**src/rtl/pipe_stage_chain.sv**
```systemverilog
// Parametrised chain of valid/payload pipeline registers with per-stage stall and
// flush, automatic bubble insertion behind a stall, and a saturating bubble counter.

module pipe_stage_reg #(
    parameter int WIDTH = 32
) (
    input  logic             clk_i,
    input  logic             rst_i,
    input  logic             kill_i,
    input  logic             hold_i,
    input  logic             up_hold_i,
    input  logic             up_vld_i,
    input  logic [WIDTH-1:0] up_data_i,
    output logic             vld_o,
    output logic [WIDTH-1:0] data_o
);
    logic             vld_q, vld_d;
    logic [WIDTH-1:0] data_q, data_d;

    // Kill beats hold; a held upstream neighbour leaves us a bubble, not a copy.
    always_comb begin
        vld_d  = vld_q;
        data_d = data_q;
        if (kill_i) begin
            vld_d = 1'b0;
        end else if (!hold_i) begin
            if (up_hold_i) begin
                vld_d = 1'b0;
            end else begin
                vld_d  = up_vld_i;
                data_d = up_data_i;
            end
        end
    end

    always_ff @(posedge clk_i) begin
        if (rst_i) begin
            vld_q  <= 1'b0;
            data_q <= '0;
        end else begin
            vld_q  <= vld_d;
            data_q <= data_d;
        end
    end

    assign vld_o  = vld_q;
    assign data_o = data_q;
endmodule

module pipe_stage_chain #(
    parameter int WIDTH  = 32,
    parameter int STAGES = 4,
    parameter int CNT_W  = 16
) (
    input  logic              clk_i,
    input  logic              rst_i,
    input  logic              valid_i,
    input  logic [WIDTH-1:0]  data_i,
    output logic              ready_o,
    input  logic [STAGES-1:0] stall_i,
    input  logic [STAGES-1:0] flush_i,
    input  logic              cnt_clr_i,
    output logic              valid_o,
    output logic [WIDTH-1:0]  data_o,
    output logic [STAGES-1:0] stage_valid_o,
    output logic [CNT_W-1:0]  bubble_cnt_o
);
    logic [STAGES-1:0]            hold, kill, bub;
    logic [STAGES-1:0]            stg_vld, up_vld, up_hold;
    logic [STAGES-1:0][WIDTH-1:0] stg_data, up_data;
    logic [CNT_W-1:0]             cnt_q, cnt_d;

    // Stage 0 is fed from the input port; every older stage from its younger neighbour.
    assign up_vld  = {stg_vld[STAGES-2:0], valid_i};
    assign up_data = {stg_data[STAGES-2:0], data_i};
    assign up_hold = {hold[STAGES-2:0], 1'b0};
    assign bub[0]  = 1'b0;

    for (genvar k = 0; k < STAGES; k++) begin : g_stg
        assign hold[k] = |stall_i[STAGES-1:k];
        assign kill[k] = |flush_i[STAGES-1:k];
        if (k > 0) begin : g_bub
            assign bub[k] = hold[k-1] & ~hold[k] & ~kill[k];
        end

        pipe_stage_reg #(.WIDTH(WIDTH)) u_reg (
            .clk_i     (clk_i),
            .rst_i     (rst_i),
            .kill_i    (kill[k]),
            .hold_i    (hold[k]),
            .up_hold_i (up_hold[k]),
            .up_vld_i  (up_vld[k]),
            .up_data_i (up_data[k]),
            .vld_o     (stg_vld[k]),
            .data_o    (stg_data[k])
        );
    end

    always_comb begin
        cnt_d = cnt_q;
        if (cnt_clr_i)
            cnt_d = '0;
        else if (|bub && !(&cnt_q))
            cnt_d = cnt_q + {{(CNT_W-1){1'b0}}, 1'b1};
    end

    always_ff @(posedge clk_i) begin
        if (rst_i) cnt_q <= '0;
        else       cnt_q <= cnt_d;
    end

    assign ready_o       = ~hold[0];
    assign valid_o       = stg_vld[STAGES-1];
    assign data_o        = stg_data[STAGES-1];
    assign stage_valid_o = stg_vld;
    assign bubble_cnt_o  = cnt_q;
endmodule

```
**config.mk**
```make
export PLATFORM = sky130hd
export DESIGN_NAME = pipe_stage_chain
export DESIGN_NICKNAME = d
export VERILOG_FILES = /design/src/rtl/pipe_stage_chain.sv
export SDC_FILE = /design/constraint.sdc
export NUM_CORES = 1
export LEC_CHECK = 0
export ABC_AREA = 1
export BUFFER_PORTS_ARGS = -buffer_cell sky130_fd_sc_hd__buf_2
export CORE_MARGIN = 10
export CORE_UTILIZATION = 56
export CTS_CLUSTER_SIZE = 12
export DETAILED_ROUTE_END_ITERATION = 10
export GPL_ROUTABILITY_DRIVEN = 0
export PLACE_DENSITY_LB_ADDON = 0.12
export SLEW_MARGIN = 5
export SYNTH_ARGS = -nofsm -noshare
export SYNTH_HDL_FRONTEND = slang
export SYNTH_SLANG_ARGS = --single-unit
```
**constraint.sdc**
```tcl
create_clock -name clk_i -period 2.1 [get_ports clk_i]
set_input_delay 0.21 -clock clk_i [delete_from_list [all_inputs] [get_ports clk_i]]
set_output_delay 0.21 -clock clk_i [all_outputs]
set_load 0.1 [all_outputs]
```
Yosys cells after proc, flatten, opt, wreduce, memory -nomap -nowiden

Index checks and enable logic that the tools add are counted.

Register bits: 148
Logic and storage cells: 46
Output and inout bits: 54

Muxes and demuxes: 3
Add/subtract/negate cells: 1
Reduce and logical (&&, ||, !) cells: 19
Bitwise gates (word level): 14

Operator list:

| kind                                           | count |
|---|---|
| adder 16 x 1 -> 16 bit (second input constant) | 1 |
| AND reduction 16 bit                           | 1 |
| OR reduction 3 bit                             | 4 |
| OR reduction 4 bit                             | 3 |
| AND reduction 3 bit                            | 3 |
| NOT 1 bit                                      | 8 |
| OR reduction 2 bit                             | 4 |
| bitwise AND 1 bit                              | 6 |
| OR reduction 5 bit                             | 1 |
| 2-to-1 mux 1 bit                               | 3 |
| AND reduction 2 bit                            | 1 |
| logical AND 1 bit                              | 1 |
| logical NOT 1 bit                              | 1 |

Logic depth before layout (Yosys ltp)

Gate-level depths: netlist (run 1).

Depth after elaboration: 6
Depth in mapped cells: 10
Depth with buffers taken out: 9

Hierarchy

A second synthesis (run 1) with hierarchy kept.

Cells, all modules: 1056
Area total of the unflattened synthesis: 7074.3 um2

By module, submodules not included:

| module           | cells each | area each (um2) | instances |
|---|---|---|---|
| pipe_stage_reg   | 217        | 1476.4          | 4 |
| pipe_stage_chain | 188        | 1168.6          | 1 |

Worst setup path after synthesis (run 1)

No wires, ideal clock.

Path type: reg2reg
From: register cnt_q[0], in the netlist bubble_cnt_o[0]
To: register cnt_q[11], in the netlist bubble_cnt_o[11]
Buffers on the path: 1
Stages on the path, launching flop included: 9
Setup slack: -0.269 ns
Library setup time: 0.071 ns
Data arrival time: 2.298 ns
Required time: 2.029 ns
Path through: dfxtp_1 > ha_1 > nand2_1 > nor2_4 > nand4_4 > nand2_4 > buf_12 > nand2_2 > a21oi_2

Word-level cells in the longest chain between the ends: 3
Elaborated cells between the ends (all ways): 4
Those cells by class: add/sub (1); reduce/logical (3)

Ends and longest elaborated chain:

| element                                                        | line | source |
|---|---|---|
| start, declared                                                | 71   | `logic [CNT_W-1:0] cnt_q, cnt_d;` |
| start signal, assigned                                         | 109  | `else cnt_q <= cnt_d;` |
| branches (longest 3 deep; another with adder 16 x 1 -> 16 bit) | -    |  |

Parallel ways; which one is timed is not known.
A chain may end at the register's enable or synchronous reset.

Final worst setup path (run 1)

From: register cnt_q[0], in the netlist bubble_cnt_o[0]
To: register cnt_q[13], in the netlist bubble_cnt_o[13]

Same word-level chain as after synthesis.

==> results.toml, run 1 <==
[synth]
synth-seq-cells = 148
muxShareOfSynthArea_pct = 0
avgSynthCellArea_um2 = 7.63
synthesis.area_um2 = 5810
synth_nets = 807
syn_inst = 762
synth_top_area_share_pct = 51.0
synth_fa_ha_area_share_pct = 0.215
ys.warnings.count = 0
synth_simple_gate_area_share_pct = 28.4
synth_cell_type_count = 29
synth-compound-area-share_pct = 13.7
synth_xor_area_share_pct = 0.452
netlist_top_cells_area = "dfxtp_1 (51%), nor2_1 (14%), o21ai_0 (6.2%)"
synth_top_area_cell = "dfxtp_1"
yosysSeqAreaShare_pct = 51.0
synth_top_family_by_area = "simple AND/OR/NAND/NOR gates"

[detailed_routing]
wl_per_cell_um = 14.2
totalWireLength_mm = 14.6
vias_per_cell = 5.20
drtPass1Iterations = 7
num_vias = 5328
drtIter0Drc = 357
ant_nets = 0
route.detailed.drc = 0

[hold_path]
min_path_cells = 4
hold_class = "in2reg"

[placed_design]
port_buffers = 97
post_dp_cell_area_um2 = 6300
pre_cts_ws_ns = 0.311
hpwl_mm = 9.38

[sta]
slew_headroom_pct = 34.3
fmax_mhz = 600
final_hold_viol_count = 0
setup_ws_ns = 0.433
slew_viol_final = 0
finalSetupViolations = 0
tns_ns = 0
fin_skew_ns = 0.00656
min_period_over_period_pct = 79.4
worst_pin_slew_ns = 0.985
timing.final.crit_period_ns = 1.67
rsz0062_at_grt = "no"

[setup_path]
regToRegSetupSlack_ns = 0.43
reg2regPathDepth = 7
path_cells = "ha_1, nand2_1, nor2_4, nand4_4, nand2_4, nand2_1, a21oi_1"
cp_top_family = "simple AND/OR/NAND/NOR gates"
worstPathRequired_ns = 2.55
critPathBufInv = 0
startpoint_type = "flop"
slowest_stage = "dfxtp_2"
worstPathMaxFanout = 12
path_class = "reg2reg"
critPathMaxStageDelay_ns = 0.38
crit_arrival_ns = 2.11
worst-path-stages = 7
cp-end-kind = "flop"
cp_common_cell = "nand2_1"

[pwr]
power_leakage_uw = 0.00314
p_sw_uw = 1590
p_per_area_nw_per_um2 = 903
power_frac_seq_pct = 43.7
ir_drop_mv = 0.590
p_clk_share_pct = 48.0
p_int_uw = 4980
switching_share_pct = 24.2
power_uw = 6570
comb_power_share_pct = 8.4

[clock_network]
cts-htree-levels = 4
cts_num_sinks = 148
cts_tree = "built"
postCtsSetupBuffers = 0
clk_latency_ns = 0.52
clk_pin_slew_ns = 0.06
clk_path_buf_depth = 2
cts_buffers = 17
cts_root_buf = "clkbuf_8"

[global_route]
track_usage_pct = 19.8
antenna_found_initial = 0
grt_first_pass_wirelength_mm = 24.2
overflow = 0
grt_max_degree = 36
grt_pass1_vias = 5104

[die]
initial_utilization_pct = 56.8
core_area_um2 = 10200
dieArea_um2 = 14900
fp.dieH_um = 122
num_io_pins = 98
placementRows = 37
fp.dieW_um = 122

[layout]
antenna_cells = 0
mostFrequentLayoutCells = "nor2_1 (216), dfxtp_1 (137), buf_2 (97)"
syn2layout_area_growth_pct = 25.1
layout-drive-gt1-share_pct = 20.7
final_common_cell = "nor2_1"
final_area_um2 = 7270
nets = 920

[status]
status = "completed"

[flow_run]
cap_violations = 0
-- state kept, by name, indices dropped and copies added, names as in the netlist --
register / flops
bubble_cnt_o: 16
g_stg.u_reg.data_o: 128
g_stg.u_reg.vld_o: 4
-- per-stage QoR --
step           util [%]  std cells  hold WS [ns]
2_1_floorplan         -        762         0.288
3_3_place_gp       61.6        957         0.431
3_5_place_dp       61.6        957         0.437
4_1_cts            71.1       1024     0.0000396
5_1_grt            71.1       1024        0.0470
6_report           71.1       1024        0.0231
-- per-layer routing --
layer	share of wire, %	vias to the layer above	global-route usage (%)	wire length [um]
met4	2.3	0	7.82	332
met3	6.1	25	5.13	884
met5	0	-	0	0
met1	44	2461	23.4	6410
li1	-	2691	-	-
met2	48	151	33.4	6950
-- final cells by class --
cell class                      instances  area, um2
Timing Repair Buffer                  142        923
Fill cell                             870       2960
Inverter                               25       93.8
Clock inverter                         13        181
Tap cell                              136        170
Clock buffer                           19        442
Sequential cell                       148       2980
Multi-Input combinational cell        541       2480
-- worst reg2reg max path, stage by stage, from the launching register on --
cell	delay, ns
dfxtp_2	0.38
ha_1	0.19
nand2_1	0.13
nor2_4	0.23
nand4_4	0.21
nand2_4	0.24
nand2_1	0.08
a21oi_1	0.14
-- power groups by stage --
stage	sequential (uW)	clock, uW	combinational, uW
floorplan	3140	0	156
global placement	2930	0	494
CTS	2870	3180	548
detailed placement	2930	0	498
finish	2870	3150	549
global route	2870	3290	587
-- final timing paths --
check	startpoint	end
hold / removal	stall_i[0]	g_stg[1].u_reg.vld_o
setup reg to reg	bubble_cnt_o[0]	bubble_cnt_o[13]
hold reg to reg	g_stg[2].u_reg.data_o[28]	g_stg[3].u_reg.data_o[28]
setup / recovery	bubble_cnt_o[0]	bubble_cnt_o[13]
-- timing repair --
| action | in CTS | in global routing |
|---|---|---|
| gates resized for setup | 0 | 0 |
| hold buffers | 35 | 0 |
| hold endpoints to repair | 34 | 0 |
-- synth_stat cells --
cell	n
xor2_1	3
nand4_1	5
nand3_1	46
buf_12	1
nand3b_1	3
a21oi_2	10
nand2_4	2
inv_1	21
a21oi_1	38
buf_4	5
clkbuf_1	26
o21ai_0	72
nor2_1	216
nor3_1	1
a211oi_1	1
nor2_2	1
inv_2	4
dfxtp_1	148
ha_1	1
buf_2	9
nand2_2	8
nor2_4	6
nor4_1	1
nor2_8	1
buf_6	6
nand2_1	95
buf_1	1
nand4_4	1
o21ai_1	30
-- kinds of logic (layout without fill, tap and decap cells) --
family	Yosys count	in the layout
buf+inv	73	199
compound gates	151	151
fa+ha+maj	1	1
xor+xnor	3	3
simple gates	386	386
flops	148	148
(Power assumes the default switching activity.)
==> inputs of run 2 (changes only) <==
- clock period: 2.1 -> 1.6 ns (I/O delays scaled with it)
==> results.toml, run 2 (synthesis gave the netlist of run 1 again) <==
[sta]
fmax_mhz = 646
rsz0062_at_grt = "yes"
finalSetupViolations = 0
fin_skew_ns = 0.00426
slew_viol_final = 0
setup_ws_ns = 0.0518
slew_headroom_pct = 62.5
fin_hold_ws_ns = 0.0349
worst_pin_slew_ns = 0.562
timing.final.crit_period_ns = 1.55
min_period_over_period_pct = 96.8
final_hold_viol_count = 0

[die]
dieArea_um2 = 14900
initial_utilization_pct = 56.8
placementRows = 37
num_io_pins = 98
fp.dieW_um = 122
core_area_um2 = 10200
fp.dieH_um = 122

[clock_network]
clk_pin_slew_ns = 0.06
clk_latency_ns = 0.52
cts_buffers = 17
clk_path_buf_depth = 2
cts_num_sinks = 148
cts-htree-levels = 4
cts_tree = "built"
cts_root_buf = "clkbuf_8"

[pwr]
comb_power_share_pct = 9.1
p_clk_share_pct = 44.5
p_per_area_nw_per_um2 = 1090
power_frac_seq_pct = 46.4
ir_drop_mv = 0.591
switching_share_pct = 24.3
p_sw_uw = 1950
p_int_uw = 6100
power_leakage_uw = 0.00318

[status]
status = "completed"

[layout]
final_common_cell = "nor2_1"
layout-drive-gt1-share_pct = 22.0
mostFrequentLayoutCells = "nor2_1 (215), dfxtp_1 (132), buf_2 (96)"
nets = 929
largest_reg_flops = 128
antenna_cells = 0
syn2layout_area_growth_pct = 26.9

[global_route]
grt_use_met1_pct = 23.4
top_usage_layer = "met2"
grt_pass1_vias = 5171
grt_max_degree = 76
track_usage_pct = 19.8
grt_first_pass_wirelength_mm = 24.2
overflow = 0
antenna_found_initial = 0
use_met3_pct = 6.57
grt_util_met2_pct = 33.3

[flow_run]
cap_violations = 0

[setup_path]
timing.rr.start = "bubble_cnt_o[0]"
worstPathMaxFanout = 4
startpoint_type = "input pin"
slowest_stage = "dlygate4sd3_1"
worstPathRequired_ns = 2.06
cp_top_family = "buffers and inverters"
crit_arrival_ns = 2.01
path_class = "in2reg"
critPathMaxStageDelay_ns = 0.58
cp-end-kind = "flop"
critPathBufInv = 4
crit_path_start = "flush_i[3]"
path_cells = "dlygate4sd3_1, buf_2, nor2_4, nand2_1, inv_2, nand2_1, nor4_1, dlygate4sd3_1"

[detailed_routing]
drtPass1Iterations = 7
vias_per_cell = 5.16
route.detailed.drc = 0
drtIter0Drc = 485
totalWireLength_mm = 14.3
ant_nets = 0
num_vias = 5311
wl_per_cell_um = 13.9

[placed_design]
port_buffers = 97
hpwl_mm = 9.45
pre_cts_ws_ns = 0.0646

[hold_path]
hold_class = "in2reg"
min-delay-start = "cnt_clr_i"
[run 2: metal layers]
metal,up-vias,routed length (um)
met1,2432,6160
met2,152,7000
met3,20,934
met5,-,0
met4,0,223
li1,2707,-
[run 2: cell type report]
cell class / count / area, um2
clock buffers: 24 / 480
inverters: 25 / 98.8
repair buffers: 151 / 1030
well taps: 136 / 170
fillers: 789 / 2850
flip-flops and latches: 148 / 3020
multi-input cells: 541 / 2530
clock inverters: 5 / 52.6
[run 2: repair_timing]
action | CTS | global route
buffers inserted | 0 | 0
hold endpoints to repair | 40 | 0
hold buffers | 37 | 0
resized for setup | 0 | 3
endpoints found under the setup margin | 0 | 6
[run 2: worst paths after layout]
path | to | slack, ns | cells past startpoint
setup reg to reg | bubble_cnt_o[13] | 0.15 | 7
setup / recovery | g_stg[0].u_reg.vld_o | 0.05 | 8
hold reg to reg | g_stg[3].u_reg.data_o[30] | 0.46 | 2
hold / removal | bubble_cnt_o[14] | 0.03 | 5
[run 2: power groups by stage]
stage	clock network [uW]	registers, uW	logic [uW]
finish	3580	3740	732
global route	3810	3740	784
CTS	3630	3740	730
detailed placement	0	3820	661
global placement	0	3820	654
floorplan	0	4100	208
[run 2: worst register-to-register path, cell delays in order, from the launching register on]
cell	delay, ns
dfxtp_4	0.39
ha_4	0.16
nand2_4	0.06
nor2_4	0.18
nand4_4	0.13
nand2_4	0.22
nand2_1	0.09
a21oi_1	0.15
[run 2: stage by stage]
stage / utilization, % / total power [uW] / std cells / cell area [um2] / setup TNS [ns]
3_5_place_dp: 63.2 / 4480 / 964 / 6460 / 0
2_1_floorplan: - / 4310 / 762 / 5910 / -2.71
5_1_grt: 72.1 / 8340 / 1030 / 7380 / -0.00660
6_report: 72.1 / 8060 / 1030 / 7380 / 0
4_1_cts: 72.0 / 8100 / 1030 / 7370 / 0
3_3_place_gp: 63.2 / 4470 / 964 / 6460 / 0
